[config.mk]
export PLATFORM = sky130hd
export DESIGN_NAME = seq_add32_ctrl
export DESIGN_NICKNAME = d
export VERILOG_FILES = /design/src/rtl/seq_add_pkg.sv /design/src/rtl/seq_add32_ctrl_add8.sv /design/src/rtl/seq_add32_ctrl.sv
export SDC_FILE = /design/constraint.sdc
export NUM_CORES = 1
export LEC_CHECK = 0
export ABC_AREA = 0
export CORE_MARGIN = 4
export CORE_UTILIZATION = 30
export DETAILED_ROUTE_END_ITERATION = 12
export HOLD_SLACK_MARGIN = 0.05
export PLACE_DENSITY = 0.64
export SLEW_MARGIN = 10
export SYNTH_ARGS = -nofsm -noshare
export SYNTH_HDL_FRONTEND = slang
export SYNTH_SLANG_ARGS = --single-unit
[constraint.sdc]
create_clock -name clk -period 12.08 [get_ports clk]
set_clock_uncertainty 0.15 [all_clocks]
set_input_delay 1.208 -clock clk [delete_from_list [all_inputs] [get_ports clk]]
set_output_delay 1.208 -clock clk [all_outputs]
set_load 0.05 [all_outputs]
[src/rtl/seq_add_pkg.sv]
// Shared types and constants for the sliced sequential adder.
package seq_add_pkg;

  localparam int SLICE_W = 8;

  typedef enum logic [1:0] {
    IDLE = 2'd0,
    ADD  = 2'd1,
    DONE = 2'd2
  } state_t;

endpackage

[src/rtl/seq_add32_ctrl_add8.sv]
// 8-bit combinational ripple-carry adder built as an explicit full-adder chain.
module add8
  import seq_add_pkg::*;
(
  input  logic [SLICE_W-1:0] a,
  input  logic [SLICE_W-1:0] b,
  input  logic               cin,
  output logic [SLICE_W-1:0] sum,
  output logic               cout
);

  logic [SLICE_W:0] carry;

  // Full-adder chain, bit 0 fed by cin, carry rippling upward.
  always_comb begin
    carry    = '0;
    sum      = '0;
    carry[0] = cin;
    for (int i = 0; i < SLICE_W; i++) begin
      sum[i]       = a[i] ^ b[i] ^ carry[i];
      carry[i + 1] = (a[i] & b[i]) | (carry[i] & (a[i] ^ b[i]));
    end
    cout = carry[SLICE_W];
  end

endmodule

[src/rtl/seq_add32_ctrl.sv]
// Sequential adder: one 8-bit adder reused over NSLICE cycles, valid/ready on both sides.
//
// state | meaning
// IDLE  | ready for operands; last result held on sum/cout/ovf
// ADD   | one slice per cycle through the shared add8, LSB slice first
// DONE  | result complete; offered on out_valid until out_ready
//
// The first DONE cycle only settles the result; out_valid rises on the
// following edge, giving an accept-to-valid distance of NSLICE+1 edges.
module seq_add32_ctrl
  import seq_add_pkg::*;
#(
  parameter int NSLICE = 4
) (
  input  logic                      clk,
  input  logic                      rst_n,
  input  logic                      in_valid,
  output logic                      in_ready,
  input  logic [SLICE_W*NSLICE-1:0] a,
  input  logic [SLICE_W*NSLICE-1:0] b,
  input  logic                      cin,
  output logic                      out_valid,
  input  logic                      out_ready,
  output logic [SLICE_W*NSLICE-1:0] sum,
  output logic                      cout,
  output logic                      ovf,
  output logic                      busy
);

  localparam int W     = SLICE_W * NSLICE;
  localparam int IDX_W = (NSLICE > 1) ? $clog2(NSLICE) : 1;
  localparam logic [IDX_W-1:0] LAST_IDX = IDX_W'(NSLICE - 1);

  state_t             state_q;
  state_t             state_d;
  logic [W-1:0]       a_r;
  logic [W-1:0]       b_r;
  logic               carry_r;
  logic [IDX_W-1:0]   idx;
  logic [SLICE_W-1:0] a_sl;
  logic [SLICE_W-1:0] b_sl;
  logic [SLICE_W-1:0] add_sum;
  logic               add_cout;
  logic               last_slice;

  assign last_slice = (idx == LAST_IDX);
  assign in_ready   = (state_q == IDLE);
  assign busy       = (state_q != IDLE);

  // Select the operand slices addressed by idx.
  always_comb begin
    a_sl = '0;
    b_sl = '0;
    for (int i = 0; i < NSLICE; i++) begin
      if (idx == IDX_W'(i)) begin
        a_sl = a_r[i*SLICE_W +: SLICE_W];
        b_sl = b_r[i*SLICE_W +: SLICE_W];
      end
    end
  end

  add8 u_add8 (
    .a    (a_sl),
    .b    (b_sl),
    .cin  (carry_r),
    .sum  (add_sum),
    .cout (add_cout)
  );

  // State register.
  always_ff @(posedge clk) begin
    if (!rst_n) state_q <= IDLE;
    else        state_q <= state_d;
  end

  // Next-state logic.
  always_comb begin
    state_d = state_q;
    case (state_q)
      IDLE:    if (in_valid)              state_d = ADD;
      ADD:     if (last_slice)            state_d = DONE;
      DONE:    if (out_valid && out_ready) state_d = IDLE;
      default:                            state_d = IDLE;
    endcase
  end

  // Operand capture, slice accumulation and result handshake.
  always_ff @(posedge clk) begin
    if (!rst_n) begin
      a_r       <= '0;
      b_r       <= '0;
      carry_r   <= 1'b0;
      idx       <= '0;
      sum       <= '0;
      cout      <= 1'b0;
      ovf       <= 1'b0;
      out_valid <= 1'b0;
    end else begin
      case (state_q)
        IDLE: begin
          out_valid <= 1'b0;
          if (in_valid) begin
            a_r     <= a;
            b_r     <= b;
            carry_r <= cin;
            idx     <= '0;
          end
        end
        ADD: begin
          for (int i = 0; i < NSLICE; i++) begin
            if (idx == IDX_W'(i)) sum[i*SLICE_W +: SLICE_W] <= add_sum;
          end
          carry_r <= add_cout;
          if (last_slice) begin
            idx  <= '0;
            cout <= add_cout;
            ovf  <= (a_sl[SLICE_W-1] == b_sl[SLICE_W-1]) &&
                    (add_sum[SLICE_W-1] != a_sl[SLICE_W-1]);
          end else begin
            idx <= idx + IDX_W'(1);
          end
        end
        DONE: begin
          out_valid <= !(out_valid && out_ready);
        end
        default: out_valid <= 1'b0;
      endcase
    end
  end

endmodule

### Word level (Yosys, flattened, before mapping)

Index checks and enable logic that the tools add are counted.

| cells by class | value |
|---|---|
| muxes and demuxes | 18 |
| add/sub/neg operators | 1 |
| reductions and logical operators | 14 |
| bitwise gates (word level) | 40 |
| equal/unequal tests | 10 |

Operators by type and width:

| operator | number |
|---|---|
| 8-bit two-way mux | 8 |
| 1-bit bitwise AND | 16 |
| 1-bit XOR | 16 |
| 2-bit AND reduction | 6 |
| 2-bit two-way mux | 5 |
| 1-bit bitwise OR | 8 |
| 2-bit equality test (second input constant) | 3 |
| 2-bit inequality test (second input constant) | 3 |
| 2-bit case mux with 3 select lines | 1 |
| 2-bit by 1-bit equality test with 1-bit output (second input constant) | 2 |
| 2-bit logical NOT | 2 |
| 1-bit case mux with 2 select lines | 2 |
| 2-bit case mux with 2 select lines | 1 |
| 2-bit nonzero test | 2 |
| 3-bit AND reduction | 1 |
| 2-bit by 1-bit adder with 2-bit output (second input constant) | 1 |
| 1-bit logical AND | 2 |
| 1-bit equality test | 1 |
| 1-bit logical NOT | 1 |
| 1-bit two-way mux | 1 |
| 1-bit inequality test | 1 |

| word-level totals | value |
|---|---|
| output and inout port bits | 37 |
| bits of input ports | 69 |
| logic and storage cells | 95 |
| bits in registers | 104 |

### Depth between registers and ports, before layout

| logic depth | value |
|---|---|
| depth after elaboration | 23 |
| depth in mapped cells | 20 |
| gate-level depth less buffers | 19 |

### By module

A second synthesis with hierarchy kept.

| second synthesis, totals | value |
|---|---|
| cells, all modules | 589 |
| area total of the unflattened synthesis | 4785.8 µm² |

Modules (own cells, without submodules):

| module | sequential area each (µm²) | area each (µm²) | times used | cells an instance |
|---|---|---|---|---|
| seq_add32_ctrl | 2082.0 | 4588.2 | 1 | 571 |
| add8 | 0.0 | 197.7 | 1 | 18 |

### Worst setup path after synthesis

OpenSTA, ideal clock, no wires.

| timing | value |
|---|---|
| kind | reg2reg |
| start | register idx[0] |
| end | register ovf |
| cell stages (with the launch flop) | 21 |
| arrival time | 4.556 ns |
| setup slack | 7.252 ns |
| data required time | 11.809 ns |
| library setup time | 0.121 ns |
| clock period less this slack | 4.828 ns |
| path buffers | 2 |
| cells stage by stage | dfxtp_1 -> inv_1 -> ha_1 -> buf_2 -> clkbuf_1 -> a221oi_1 -> nor3_1 -> a21oi_1 -> fa_1 -> fa_1 -> fa_1 -> fa_1 -> fa_1 -> inv_1 -> fa_1 -> inv_1 -> fa_1 -> inv_1 -> fa_1 -> xnor2_1 -> o22ai_1 |

| between the ends | value |
|---|---|
| longest elaborated chain between the ends | 23 |
| elaborated cells between the ends (all ways) | 46 |
| classes of those cells | eq/ne (5); mux (8); bitwise (30); reduce/logical (3) |

RTL lines:

| item | RTL line | source |
|---|---|---|
| from (decl) | seq_add32_ctrl.sv:39 | `logic [IDX_W-1:0] idx;` |
| from (signal assigned) | seq_add32_ctrl.sv:120 | `idx <= idx + IDX_W'(1);` |
| 2-bit logical NOT | seq_add32_ctrl.sv:55 | `if (idx == IDX_W'(i)) begin` |
| 8-bit two-way mux (4 in a row) | seq_add32_ctrl.sv:55 |  |
| 1-bit XOR | seq_add32_ctrl_add8.sv:21 | `carry[i + 1] = (a[i] & b[i]) \| (carry[i] & (a[i] ^ b[i]));` |
| 1-bit bitwise AND | seq_add32_ctrl_add8.sv:21 |  |
| 1-bit bitwise OR | seq_add32_ctrl_add8.sv:21 |  |
| 1-bit bitwise AND | seq_add32_ctrl_add8.sv:21 |  |
| 1-bit bitwise OR | seq_add32_ctrl_add8.sv:21 |  |
| 1-bit bitwise AND | seq_add32_ctrl_add8.sv:21 |  |
| [5 not listed] | - |  |
| 1-bit bitwise AND | seq_add32_ctrl_add8.sv:21 |  |
| 1-bit bitwise OR | seq_add32_ctrl_add8.sv:21 |  |
| 1-bit bitwise AND | seq_add32_ctrl_add8.sv:21 |  |
| 1-bit bitwise OR | seq_add32_ctrl_add8.sv:21 |  |
| 1-bit XOR (*) | seq_add32_ctrl_add8.sv:20 | `sum[i] = a[i] ^ b[i] ^ carry[i];` |
| via add_sum[7] | seq_add32_ctrl.sv:42 | `logic [SLICE_W-1:0] add_sum;` |
| 1-bit inequality test (*) | seq_add32_ctrl.sv:118 | `(add_sum[SLICE_W-1] != a_sl[SLICE_W-1]);` |
| 1-bit logical AND (*) | seq_add32_ctrl.sv:117 | `ovf <= (a_sl[SLICE_W-1] == b_sl[SLICE_W-1]) &&` |
| to (signal assigned) | seq_add32_ctrl.sv:117 |  |
| to (decl) | seq_add32_ctrl.sv:26 | `output logic ovf,` |

The timed path passes the listed nets; every way through them passes the cells marked *.
A chain may end at the register's enable or synchronous reset.

### Worst setup path in the final report

| timing | value |
|---|---|
| start | register idx[1] |
| end | register ovf |

The elaborated chain is that of the path after synthesis.

==> flow_summary.toml <==
[grt]
global_route.usage.met2_pct = 23.52
global_route_met1_utilization_pct = 18.10
first_pass_grt_wire_length_um = 19860
grt_antenna_before_repair = 0
largest_net_degree_at_the_start_of_global_routing = 106
globalRouteMet3Util_pct = 3.488
first_global_vias = 3772
globalRoute.busiestLayer = "met2"
groute.usage.overall_pct = 14.05
grt_remaining_overflow = 0

[timing]
max_slew.worst_pin.slew_ns = 1.107
rsz0062_at_grt = "no"
setup_total_negative_slack_ns = 0
finalWorstPathRequiredPeriod_ns = 5.601
fmax_ghz = 0.1785
worst_slew_margin_rel_pct = 26.19
final.period_utilization_pct = 46.37
minimum_hold_slack_ns = 0.3091
setup_viol = 0
finalHoldViolCount = 0
number_of_slew_limit_violations_in_the_final_report = 0

[run]
cap_violations = 0

[finish]
post_route_cells_drive_above_1_share_pct = 3.896
post-route-cell-area_um2 = 6077
antenna-diode-count = 0
fin_nets = 693
final-seq-area_um2 = 2082
multiInputGateArea_um2 = 2364
syn2layout_area_growth_pct = 27.08
nFillCells = 1563

[power]
p_sw_mw = 0.2151
cellInternalPower_mw = 0.5716
power.density_cell_area_nw_per_um2 = 129.5
peakVddDrop_v = 0.00007279
clkPwrFrac_pct = 35.0
power.share.combinational_pct = 17.5
power.switching_fraction_pct = 27.34
seq_power_share_pct = 47.6
power_leakage_nw = 2.457

[clocking]
cts_tree = "built"
cts_setup_buffers = 0
clock_sinks = 104
cts_repair_resize_count = 0
cts.path.max_buffers = 2
ctsHoldBuffers = 0
htree_levels = 3
cts_buffers = 9
worst_setup_hold_path_clk_slew_ns = 0.07
later_pin_clock_latency_in_the_skew_report_ns = 0.35
clock_tree.root_cell = "clkbuf_16"

[detailed_routing]
wl_per_cell_um = 15.18
drt_first_pass_iters = 4
post-route-drc-count = 0
finalWirelength_um = 12550
detailroute.via_count = 3863
route.detailed.vias_per_inst = 4.671
dr.first_iter.drc_count = 209
postRouteAntennaNets = 0

[setup_path]
startpoint_of_the_most_critical_register_to_register_path = "idx[1]"
worst_path_most_repeated_cell = "fa_1"
critical_path_class = "flop to flop"
cp.required_ns = 12.16
cp_data_arrival_time_ns = 5.68
maximum_single_stage_delay_on_the_critical_path_ns = 0.81
critical_path.cell_chain = "inv_1, ha_1, a221oi_1, nor3_1, a21oi_1, fa_1, fa_1, fa_1, fa_1, fa_1, inv_1, fa_1, inv_1, fa_1, inv_1, fa_1, xnor2_1, o22ai_1"
crit_path_max_fanout = 33
cp-start-kind = "flop"
regToRegEndpoint = "ovf"
cpMaxStageDelayCell = "ha_1"
cp-startpoint = "idx[1]"
reg2reg_setup_slack_ns = 6.48
ff2ff_path_depth = 18
cp-end-kind = "flop"
worst_setup_path_endpoint = "ovf"

[die]
core.rowCount = 45
chipWidth_um = 134.3
dieHeight_um = 134.3
die_area_um2 = 18020
core-area_um2 = 15430
initial_utilization_pct = 31.00
number_of_placed_i_o_pins = 106

[place]
place.gp.congestion = 0.8065
port_buffers = 105
placed_cell_area_um2 = 5788
place.detailed.hpwl_um = 9426

[worst_hold_path]
hold_class = "flop to flop"
hold_path_startpoint = "b_r[29]"

[synthesis]
synth_warnings = 0
post_synth_num_cell_types = 36
post_synth_inst_count = 539
synth-seq-area-share_pct = 43.54
synth.ff_latch_count = 104
syn_nets = 621
synth.cell_area_um2 = 4782
syn_area_per_cell_um2 = 8.872

[outcome]
status = "complete, no violations"
[final cells by class]
type                    count  share of cell area [%]
clock buffers              11                   4.159
clock inverters             5                  0.5147
inverters                   8                  0.4941
multi-input cells         382                   38.89
flip-flops and latches    104                   34.26
well taps                 211                   4.344
repair buffers            106                   17.34
[how the worst min path moves through the flow]
| stage | cells past startpoint | endpoint |
|---|---|---|
| 2_1_floorplan | 2 | a_r[0] |
| 3_3_place_gp | 2 | b_r[22] |
| 6_report | 2 | b_r[29] |
| 5_1_grt | 2 | a_r[18] |
| 4_1_cts | 2 | b_r[29] |
| 3_5_place_dp | 2 | a_r[22] |
[stage by stage]
| step | util [%] | worst slack (ns) | instances | power [mW] |
|---|---|---|---|---|
| 4_1_cts | 39.36 | 6.512 | 827 | 0.7939 |
| 5_1_grt | 39.39 | 6.074 | 827 | 0.8203 |
| 6_report | 39.39 | 6.479 | 827 | 0.7867 |
| 3_5_place_dp | 37.52 | 6.595 | 811 | 0.5204 |
| 3_3_place_gp | 37.52 | 6.743 | 811 | 0.5166 |
| 2_1_floorplan | - | 7.252 | 539 | 0.4691 |
[state kept, by name, summed over array words and instances (netlist names)]
register,cells
a_r,32
b_r,32
carry_r,1
cout,1
idx,2
out_valid,1
ovf,1
state_q,2
sum,32
[critical path: cells and delay by family (launching register included)]
family                   cells  cell delay [ns]
AND/OR/NAND/NOR              1             0.19
AO/OA/AOI/OAI                3             0.40
adder cells (fa/ha/maj)      9             3.87
XOR/XNOR                     1             0.23
buffers and inverters        4             0.31
flip-flops                   1             0.35
[cell usage in the layout (no fill, tap or decap), types with 2 or more instances in the layout]
cell type / Yosys / layout
a221oi_1: 12 / 12
fa_1: 8 / 8
ha_1: 5 / 5
nand2_1: 161 / 161
nor3_1: 12 / 12
o21ai_0: 3 / 3
dfxtp_1: 104 / 104
a21oi_1: 19 / 19
a211oi_1: 2 / 2
nand3b_1: 5 / 5
clkbuf_8: 0 / 2
o211a_1: 24 / 24
a21boi_1: 40 / 40
and2_4: 2 / 2
mux2i_1: 9 / 9
clkinv_2: 0 / 3
and2_1: 3 / 3
o21a_1: 2 / 2
clkdlybuf4s50_1: 0 / 104
nand3_1: 3 / 3
nor2b_1: 35 / 35
a21boi_0: 27 / 27
inv_1: 8 / 8
clkbuf_16: 0 / 9
[synth_stat cells]
master    number  area, um^2
dfxtp_1      104        2082
a22oi_1        1       7.510
buf_2         11       55.05
nor3_1        12       60.06
nor3b_1        1       7.510
mux2i_1        9       90.09
nor2_1         1       3.750
nor2_4         1       11.26
buf_8          1       15.01
nand2_1      161       604.3
ha_1           5       62.56
and2_1         3       18.77
buf_12         1       20.02
buf_4          3       22.52
o21ai_0        3       15.01
clkbuf_1      17       63.81
a211oi_2       1       12.51
o21a_1         2       15.01
a21boi_0      27       202.7
o22ai_1        1       6.260
a211oi_1       2       15.01
nand2_2        1       6.260
nor2b_1       35       219.0
buf_6         12       135.1
nor2b_4        1       13.76
a21boi_1      40       300.3
or2b_1         1       7.510
and2_4         2       17.52
nand3b_1       5       37.54
inv_1          8       30.03
nand3_1        3       15.01
xnor2_1        1       8.760
o211a_1       24       240.2
a21oi_1       19       95.09
a221oi_1      12       105.1
fa_1           8       160.2
[layer usage]
metal / up-vias / share of wire, %
met5: - / 0
met4: 0 / 1.1
met3: 9 / 6.0
met2: 105 / 48
met1: 1801 / 45
li1: 1948 / -
[cells by family (layout without fill, tap and decap cells)]
family,count (synthesis),after routing,share of synthesized area (%)
simple gates,227,227,21.38
mux,9,9,1.884
compound gates,132,132,21.22
fa+ha+maj,13,13,4.657
flops,104,104,43.54
buf+inv,53,130,7.143
xor+xnor,1,1,0.1832
[power groups by stage]
stage / Sequential (mW) / Clock [mW] / Combinational (mW)
after floorplan: 0.390 / 0 / 0.0795
after global placement: 0.382 / 0 / 0.135
after detailed placement: 0.382 / 0 / 0.138
after CTS: 0.375 / 0.281 / 0.139
after global routing: 0.376 / 0.293 / 0.151
final: 0.374 / 0.275 / 0.137
No activity file was read; power rests on OpenSTA's default activity.
